===== src/rtl/booth_pkg.sv =====
// Shared definitions for the booth_mult / booth_div calculator datapath.
package booth_pkg;

    // Default operand width: booth_mult is 12x12->24, so the divider takes 24/12.
    localparam int W_DEF = 12;

    // Iteration counter width for a 2W-bit dividend.
    localparam int CNT_W = $clog2(2 * W_DEF);

    typedef enum logic [1:0] {
        IDLE = 2'd0,
        CALC = 2'd1,
        SIGN = 2'd2,
        DONE = 2'd3
    } state_t;

endpackage


===== src/rtl/div_step.sv =====
// One restoring-division step: shift in the next dividend bit, subtract the
// divisor magnitude when it fits, and report the resulting quotient bit.
module div_step
    import booth_pkg::*;
#(
    parameter int W = W_DEF
) (
    input  logic [W:0]   rem,
    input  logic         bit_in,
    input  logic [W-1:0] dvs,
    output logic [W:0]   rem_out,
    output logic         qbit
);

    logic [W:0] shifted;
    logic       rem_msb_unused;

    // The incoming remainder is always below |divisor| <= 2^(W-1), so its top
    // bit is zero and the shifted value still fits in W+1 bits.
    assign rem_msb_unused = rem[W];

    // Trial subtraction; keep the difference only when it does not go negative.
    always_comb begin
        shifted = {rem[W-1:0], bit_in};
        qbit    = (shifted >= {1'b0, dvs});
        rem_out = qbit ? (shifted - {1'b0, dvs}) : shifted;
    end

endmodule


===== src/rtl/booth_div.sv =====
// Sequential signed divider (2W / W -> W quotient, W remainder), one quotient
// bit per clock on magnitudes with a final sign fix-up.
// Optional feature: define DIV_OVF_SAT_EN to flag and saturate quotients that
// do not fit in W signed bits; otherwise the quotient wraps and ovf stays 0.
module booth_div
    import booth_pkg::*;
#(
    parameter int W = W_DEF
) (
    input  logic           clk,
    input  logic           rst_n,
    input  logic           start,
    input  logic [2*W-1:0] dividend,
    input  logic [W-1:0]   divisor,
    output logic           busy,
    output logic           done,
    output logic [W-1:0]   q,
    output logic [W-1:0]   r,
    output logic           dz,
    output logic           ovf
);

    localparam int             CW   = $clog2(2 * W);
    localparam logic [CW-1:0]  LAST = CW'(2 * W - 1);
`ifdef DIV_OVF_SAT_EN
    localparam logic [2*W-1:0] Q_POS_MAG = (2*W)'((64'd1 << (W - 1)) - 64'd1);
    localparam logic [2*W-1:0] Q_NEG_MAG = (2*W)'(64'd1 << (W - 1));
`endif

    state_t         state, state_nxt;
    logic [CW-1:0]  cnt;
    logic [2*W-1:0] dvd_mag;    // dividend magnitude, shifts out MSB-first while quotient bits shift in
    logic [W-1:0]   dvs_mag;
    logic [W:0]     rem, rem_nxt;
    logic           qbit;
    logic           sgn_dvd, sgn_dvs, q_neg;
    logic           accept, div_zero;
    logic [2*W-1:0] dvd_abs;
    logic [W-1:0]   dvs_abs;
    logic [W-1:0]   q_low, q_fix, r_fix;
    logic           ovf_fix;

    assign accept   = start && ((state == IDLE) || (state == DONE));
    assign div_zero = (divisor == '0);
    assign q_neg    = sgn_dvd ^ sgn_dvs;

    div_step #(.W(W)) u_step (
        .rem     (rem),
        .bit_in  (dvd_mag[2*W-1]),
        .dvs     (dvs_mag),
        .rem_out (rem_nxt),
        .qbit    (qbit)
    );

    // Operand magnitudes; -2^(2W-1) maps to 2^(2W-1) as an unsigned value.
    always_comb begin
        dvd_abs = dividend[2*W-1] ? -dividend : dividend;
        dvs_abs = divisor[W-1]    ? -divisor  : divisor;
    end

    // Sign fix-up of the finished magnitudes, plus optional overflow saturation.
    always_comb begin
        q_low = q_neg   ? -dvd_mag[W-1:0] : dvd_mag[W-1:0];
        r_fix = sgn_dvd ? -rem[W-1:0]     : rem[W-1:0];
`ifdef DIV_OVF_SAT_EN
        ovf_fix = q_neg ? (dvd_mag > Q_NEG_MAG) : (dvd_mag > Q_POS_MAG);
        q_fix   = q_low;
        if (ovf_fix)
            q_fix = q_neg ? {1'b1, {(W-1){1'b0}}} : {1'b0, {(W-1){1'b1}}};
`else
        ovf_fix = 1'b0;
        q_fix   = q_low;
`endif
    end

    // State register.
    always_ff @(posedge clk or negedge rst_n) begin
        if (!rst_n) state <= IDLE;
        else        state <= state_nxt;
    end

    // Next state and handshake outputs; DONE accepts a new start like IDLE.
    always_comb begin
        state_nxt = state;
        busy      = 1'b0;
        done      = 1'b0;
        case (state)
            IDLE, DONE: begin
                done = (state == DONE);
                if (start) state_nxt = div_zero ? DONE : CALC;
                else       state_nxt = IDLE;
            end
            CALC: begin
                busy = 1'b1;
                if (cnt == LAST) state_nxt = SIGN;
            end
            SIGN: begin
                busy      = 1'b1;
                state_nxt = DONE;
            end
            default: state_nxt = IDLE;
        endcase
    end

    // Datapath: operand capture, iteration, and result registers that hold
    // until the next completion.
    always_ff @(posedge clk or negedge rst_n) begin
        if (!rst_n) begin
            cnt     <= '0;
            dvd_mag <= '0;
            dvs_mag <= '0;
            rem     <= '0;
            sgn_dvd <= 1'b0;
            sgn_dvs <= 1'b0;
            q       <= '0;
            r       <= '0;
            dz      <= 1'b0;
            ovf     <= 1'b0;
        end else if (accept) begin
            if (div_zero) begin
                q   <= '0;
                r   <= '0;
                dz  <= 1'b1;
                ovf <= 1'b0;
            end else begin
                dvd_mag <= dvd_abs;
                dvs_mag <= dvs_abs;
                sgn_dvd <= dividend[2*W-1];
                sgn_dvs <= divisor[W-1];
                rem     <= '0;
                cnt     <= '0;
            end
        end else if (state == CALC) begin
            rem     <= rem_nxt;
            dvd_mag <= {dvd_mag[2*W-2:0], qbit};
            cnt     <= cnt + CW'(1);
        end else if (state == SIGN) begin
            q   <= q_fix;
            r   <= r_fix;
            dz  <= 1'b0;
            ovf <= ovf_fix;
        end
    end

endmodule

===== config.mk =====
export PLATFORM = sky130hd
export DESIGN_NAME = booth_div
export DESIGN_NICKNAME = d
export VERILOG_FILES = /design/src/rtl/booth_pkg.sv /design/src/rtl/div_step.sv /design/src/rtl/booth_div.sv
export SDC_FILE = /design/constraint.sdc
export NUM_CORES = 1
export LEC_CHECK = 0
export ABC_AREA = 1
export BUFFER_PORTS_ARGS = -buffer_cell sky130_fd_sc_hd__buf_2
export CORE_MARGIN = 3
export CORE_UTILIZATION = 55
export CTS_BUF_LIST = sky130_fd_sc_hd__clkbuf_8
export DETAILED_ROUTE_END_ITERATION = 8
export GPL_TIMING_DRIVEN = 0
export PLACE_DENSITY = 0.9
export SYNTH_ARGS = -nofsm -noshare
export SYNTH_HDL_FRONTEND = slang
export SYNTH_SLANG_ARGS = --single-unit

===== constraint.sdc =====
create_clock -name clk -period 1.8 [get_ports clk]
set_input_delay 0.18 -clock clk [delete_from_list [all_inputs] [get_ports clk]]
set_output_delay 0.18 -clock clk [all_outputs]
set_load 0.01 [all_outputs]

==> run_results.csv <==
group,metric,value,unit
status,run_status,"finished with violations",
status,violations,"setup timing",
floorplanning,num_io_pins,67,
global_route,number_of_antenna_violations_at_the_first_check_in_global_routing,0,
synth,ys_warn_count,0,
sta,finalMaxSlewViolations,0,
cells_and_area,n_antenna_cell,0,
cts,tritoncts_num_sinks,82,
placement,place.port_buffers,64,
floorplanning,starting_density,0.569,
sta,min_period_over_period,1.10,
worst_setup_path,critical_path_s_slowest_cell,"sky130_fd_sc_hd__dfrtp_2",
routing,detailedRoute.firstIterationViolations,714,
synth,yosys_most_used_dff,"sky130_fd_sc_hd__dfrtp_1",
cts,cts_tree,"done",
placement,hpwl,11600,um
floorplanning,die_w,110,um
synth,synth_cell_types,44,
cells_and_area,fin_nets,1059,
worst_setup_path,timing.critical_path.required,2.12,ns
worst_setup_path,timing.critical_path.fanout_max,6,
routing,total_via_count_in_the_routed_design,6719,
sta,final.min_clock_period,1.97,ns
power,leakagePower,3.82,nW
routing,final_antenna_net_count,0,
synth,postSynthNetCount,932,
sta,maxSlewHeadroom,0.667,
global_route,grt_max_degree,57,
cells_and_area,most_common_cell_after_layout_fill_and_taps_aside,"sky130_fd_sc_hd__nand2_1",
synth,synth-edff-count,0,
floorplanning,coreArea,10400,um2
placement,dp_cells,1073,
worst_setup_path,critPathTopFamily,"simple AND/OR/NAND/NOR gates",
cts,insertion_delay,0.38,ns
flow_run,number_of_maximum_capacitance_constraint_violations,0,
sta,grt_setup_unrepaired,"true",
cells_and_area,flow.area_growth_from_synthesis,26.8,%
synth,post_synth_inst_count,872,
worst_setup_path,slowest_delay,0.46,ns
synth,synthArstFlopShare,1.00,
hold_path,hold_path_class,"input port to flip-flop",
routing,vias_per_cell,5.89,
routing,mean_routed_wirelength_per_cell,16.8,um
worst_setup_path,most_frequent_cp_cell,"sky130_fd_sc_hd__nand2_2",
worst_setup_path,criticalPathCategory,"flip-flop to flip-flop",
global_route,grt_pass1_vias,5843,
sta,hold_violations,0,
sta,actual_slew_at_the_worst_max_slew_pin,0.495,ns
power,pwr_density_cell,2140,nW/um2
routing,drc_markers,0,
floorplanning,die_ht,110,um
global_route,overflow,0,
synth,synthesis.area_per_instance,6.76,um2
power,ir_drop,1.16,mV
floorplanning,floorplan.die_area,12000,um2
synth,share_of_the_yosys_chip_area_belonging_to_registers,0.348,
cts,cts_root_buf,"sky130_fd_sc_hd__clkbuf_8",
worst_setup_path,worstPathBufferInverterCount,2,
cells_and_area,post_layout_nonfiller_instances,1140,
worst_setup_path,cell_chain_of_the_critical_path,"ha_4, nand2_2, inv_1, nand2_2, nand3_2, nand2_2, nand3_4, clkbuf_16, a21oi_4, nand2_1, nand2_1",
cts,clkTransAtPathRegs,0.10,ns
sta,post-route-worst-setup-slack,-0.172,ns
cells_and_area,finalInstanceArea,7480,um2
worst_setup_path,launching_element_type_of_the_critical_path,"flip-flop",
routing,drt-pass1-iter-count,6,
sta,timing.fmax,0.507,GHz
global_route,grt_pass1_wl,27100,um
cts,cts-buffers-inserted,9,
sta,final.setup_skew,0.00986,ns
cells_and_area,fraction_of_layout_instances_using_a_drive_strength_above_1,0.278,
synth,postSynthRegisterBits,82,
cells_and_area,final_cell_mix,"sky130_fd_sc_hd__nand2_1, sky130_fd_sc_hd__nand3_1, sky130_fd_sc_hd__inv_1",
worst_setup_path,critPathCaptureType,"flip-flop",
cts,h-tree-depth,3,
placement,place_area,6420,um2
cts,clock_tree.buffer_depth,2,
global_route,grt_use_total,0.285,
synth,synth.cell_area,5900,um2
worst_setup_path,timing.critical_path.arrival,2.29,ns
placement,last_weighted_congestion_value_of_the_routability_driven_placer,0.933,
sta,timing.final.setup_violations,12,
routing,routed_wl,19200,um
floorplanning,core.rowCount,37,
[worst register-to-register path, stage by stage (launching register included)]
cell and delay [ns]:
sky130_fd_sc_hd__dfrtp_2 0.46, sky130_fd_sc_hd__ha_4 0.28, sky130_fd_sc_hd__nand2_2 0.11, sky130_fd_sc_hd__inv_1 0.06, sky130_fd_sc_hd__nand2_2 0.09, sky130_fd_sc_hd__nand3_2 0.11
sky130_fd_sc_hd__nand2_2 0.11, sky130_fd_sc_hd__nand3_4 0.14, sky130_fd_sc_hd__clkbuf_16 0.20, sky130_fd_sc_hd__a21oi_4 0.19, sky130_fd_sc_hd__nand2_1 0.09, sky130_fd_sc_hd__nand2_1 0.06
[repair_timing]
| item | in CTS | in global routing |
|---|---|---|
| endpoints found under the setup margin | 81 | 67 |
| pin swaps | 13 | 30 |
| hold buffers | 1 | 0 |
| hold endpoints to repair | 26 | 0 |
| buffers inserted | 25 | 24 |
| resized for setup | 47 | 90 |
| cloned | 0 | 2 |
[flip-flops by register name, indices dropped and copies added, names as in the netlist]
name     flops
dvd_mag     24
dvs_mag     12
q           12
r           12
rem         12
cnt          5
state        2
dz           1
sgn_dvd      1
sgn_dvs      1
[synthesized netlist by cell type, types with 8 or more instances]
library cell | n | area share
sky130_fd_sc_hd__nand4_1 | 19 | 0.020
sky130_fd_sc_hd__nand2_1 | 261 | 0.17
sky130_fd_sc_hd__inv_1 | 107 | 0.068
sky130_fd_sc_hd__clkbuf_1 | 10 | 0.0064
sky130_fd_sc_hd__a21oi_1 | 29 | 0.025
sky130_fd_sc_hd__o22ai_1 | 8 | 0.0085
sky130_fd_sc_hd__nor2_1 | 75 | 0.048
sky130_fd_sc_hd__o21ai_1 | 9 | 0.0076
sky130_fd_sc_hd__xor2_1 | 8 | 0.012
sky130_fd_sc_hd__dfrtp_1 | 82 | 0.35
sky130_fd_sc_hd__o21ai_0 | 58 | 0.049
sky130_fd_sc_hd__nand3_1 | 100 | 0.085
sky130_fd_sc_hd__ha_1 | 20 | 0.042
[per-stage QoR]
step	power, W	utilization	setup slack, ns	hold slack, ns	TNS, ns
final	0.0160	0.721	-0.172	0.134	-0.931
after global routing	0.0170	0.721	-0.248	0.142	-1.97
after CTS	0.0136	0.680	-0.0269	0.131	-0.0706
after detailed placement	0.0112	0.619	-0.426	0.124	-24.16
after global placement	0.0109	0.616	-0.405	0.461	-26.77
after floorplan	0.00919	-	0.00431	-0.116	0
[final timing paths]
path | startpoint | endpoint | slack (ns) | cells past startpoint
worst max register to register | rem[2]$_DFFE_PN0P_ | rem[1]$_DFFE_PN0P_ | -0.17 | 11
worst max-delay path | rem[2]$_DFFE_PN0P_ | rem[1]$_DFFE_PN0P_ | -0.17 | 11
min in group asynchronous | rst_n | q[6]$_DFFE_PN0P_ | 0.24 | 2
worst min register to register | q[3]$_DFFE_PN0P_ | q[3]$_DFFE_PN0P_ | 0.49 | 2
max in group asynchronous | rst_n | rem[5]$_DFFE_PN0P_ | 0.93 | 3
worst min-delay path | divisor[0] | dvs_mag[0]$_DFFE_PN0P_ | 0.13 | 3
[layout make-up]
class	count	area (um2)
buffer	26	199
clock buffer	9	124
clock inverter	7	71.3
fill	768	2890
inverter	114	459
multi-input combinational	649	3610
sequential	82	2070
tap	136	170
timing repair buffer	117	782
[cell families after synthesis]
kind of cell / share of synthesized area
and+or+nand+nor: 0.359
buffers and inverters: 0.0997
AOI/OAI and AO/OA: 0.127
DFF: 0.348
adders and majority gates: 0.0458
xor gates and xnor gates: 0.0193
other: 0.000636
[where the power goes]
part / switching [W] / internal, W / leakage (nW)
Combinational: 0.00672 / 0.00462 / 2.70
Clock: 0.000827 / 0.000539 / 0.0926
Sequential: 0.000647 / 0.00268 / 1.02
[per-layer routing]
metal / global-route usage / share of wire / up-vias
li1: - / - / 3078
met1: 0.379 / 0.37 / 3096
met2: 0.468 / 0.47 / 427
met3: 0.0335 / 0.090 / 118
met4: 0.128 / 0.061 / 0
met5: 0 / 0 / -
Power figures use the tool's default switching activity.
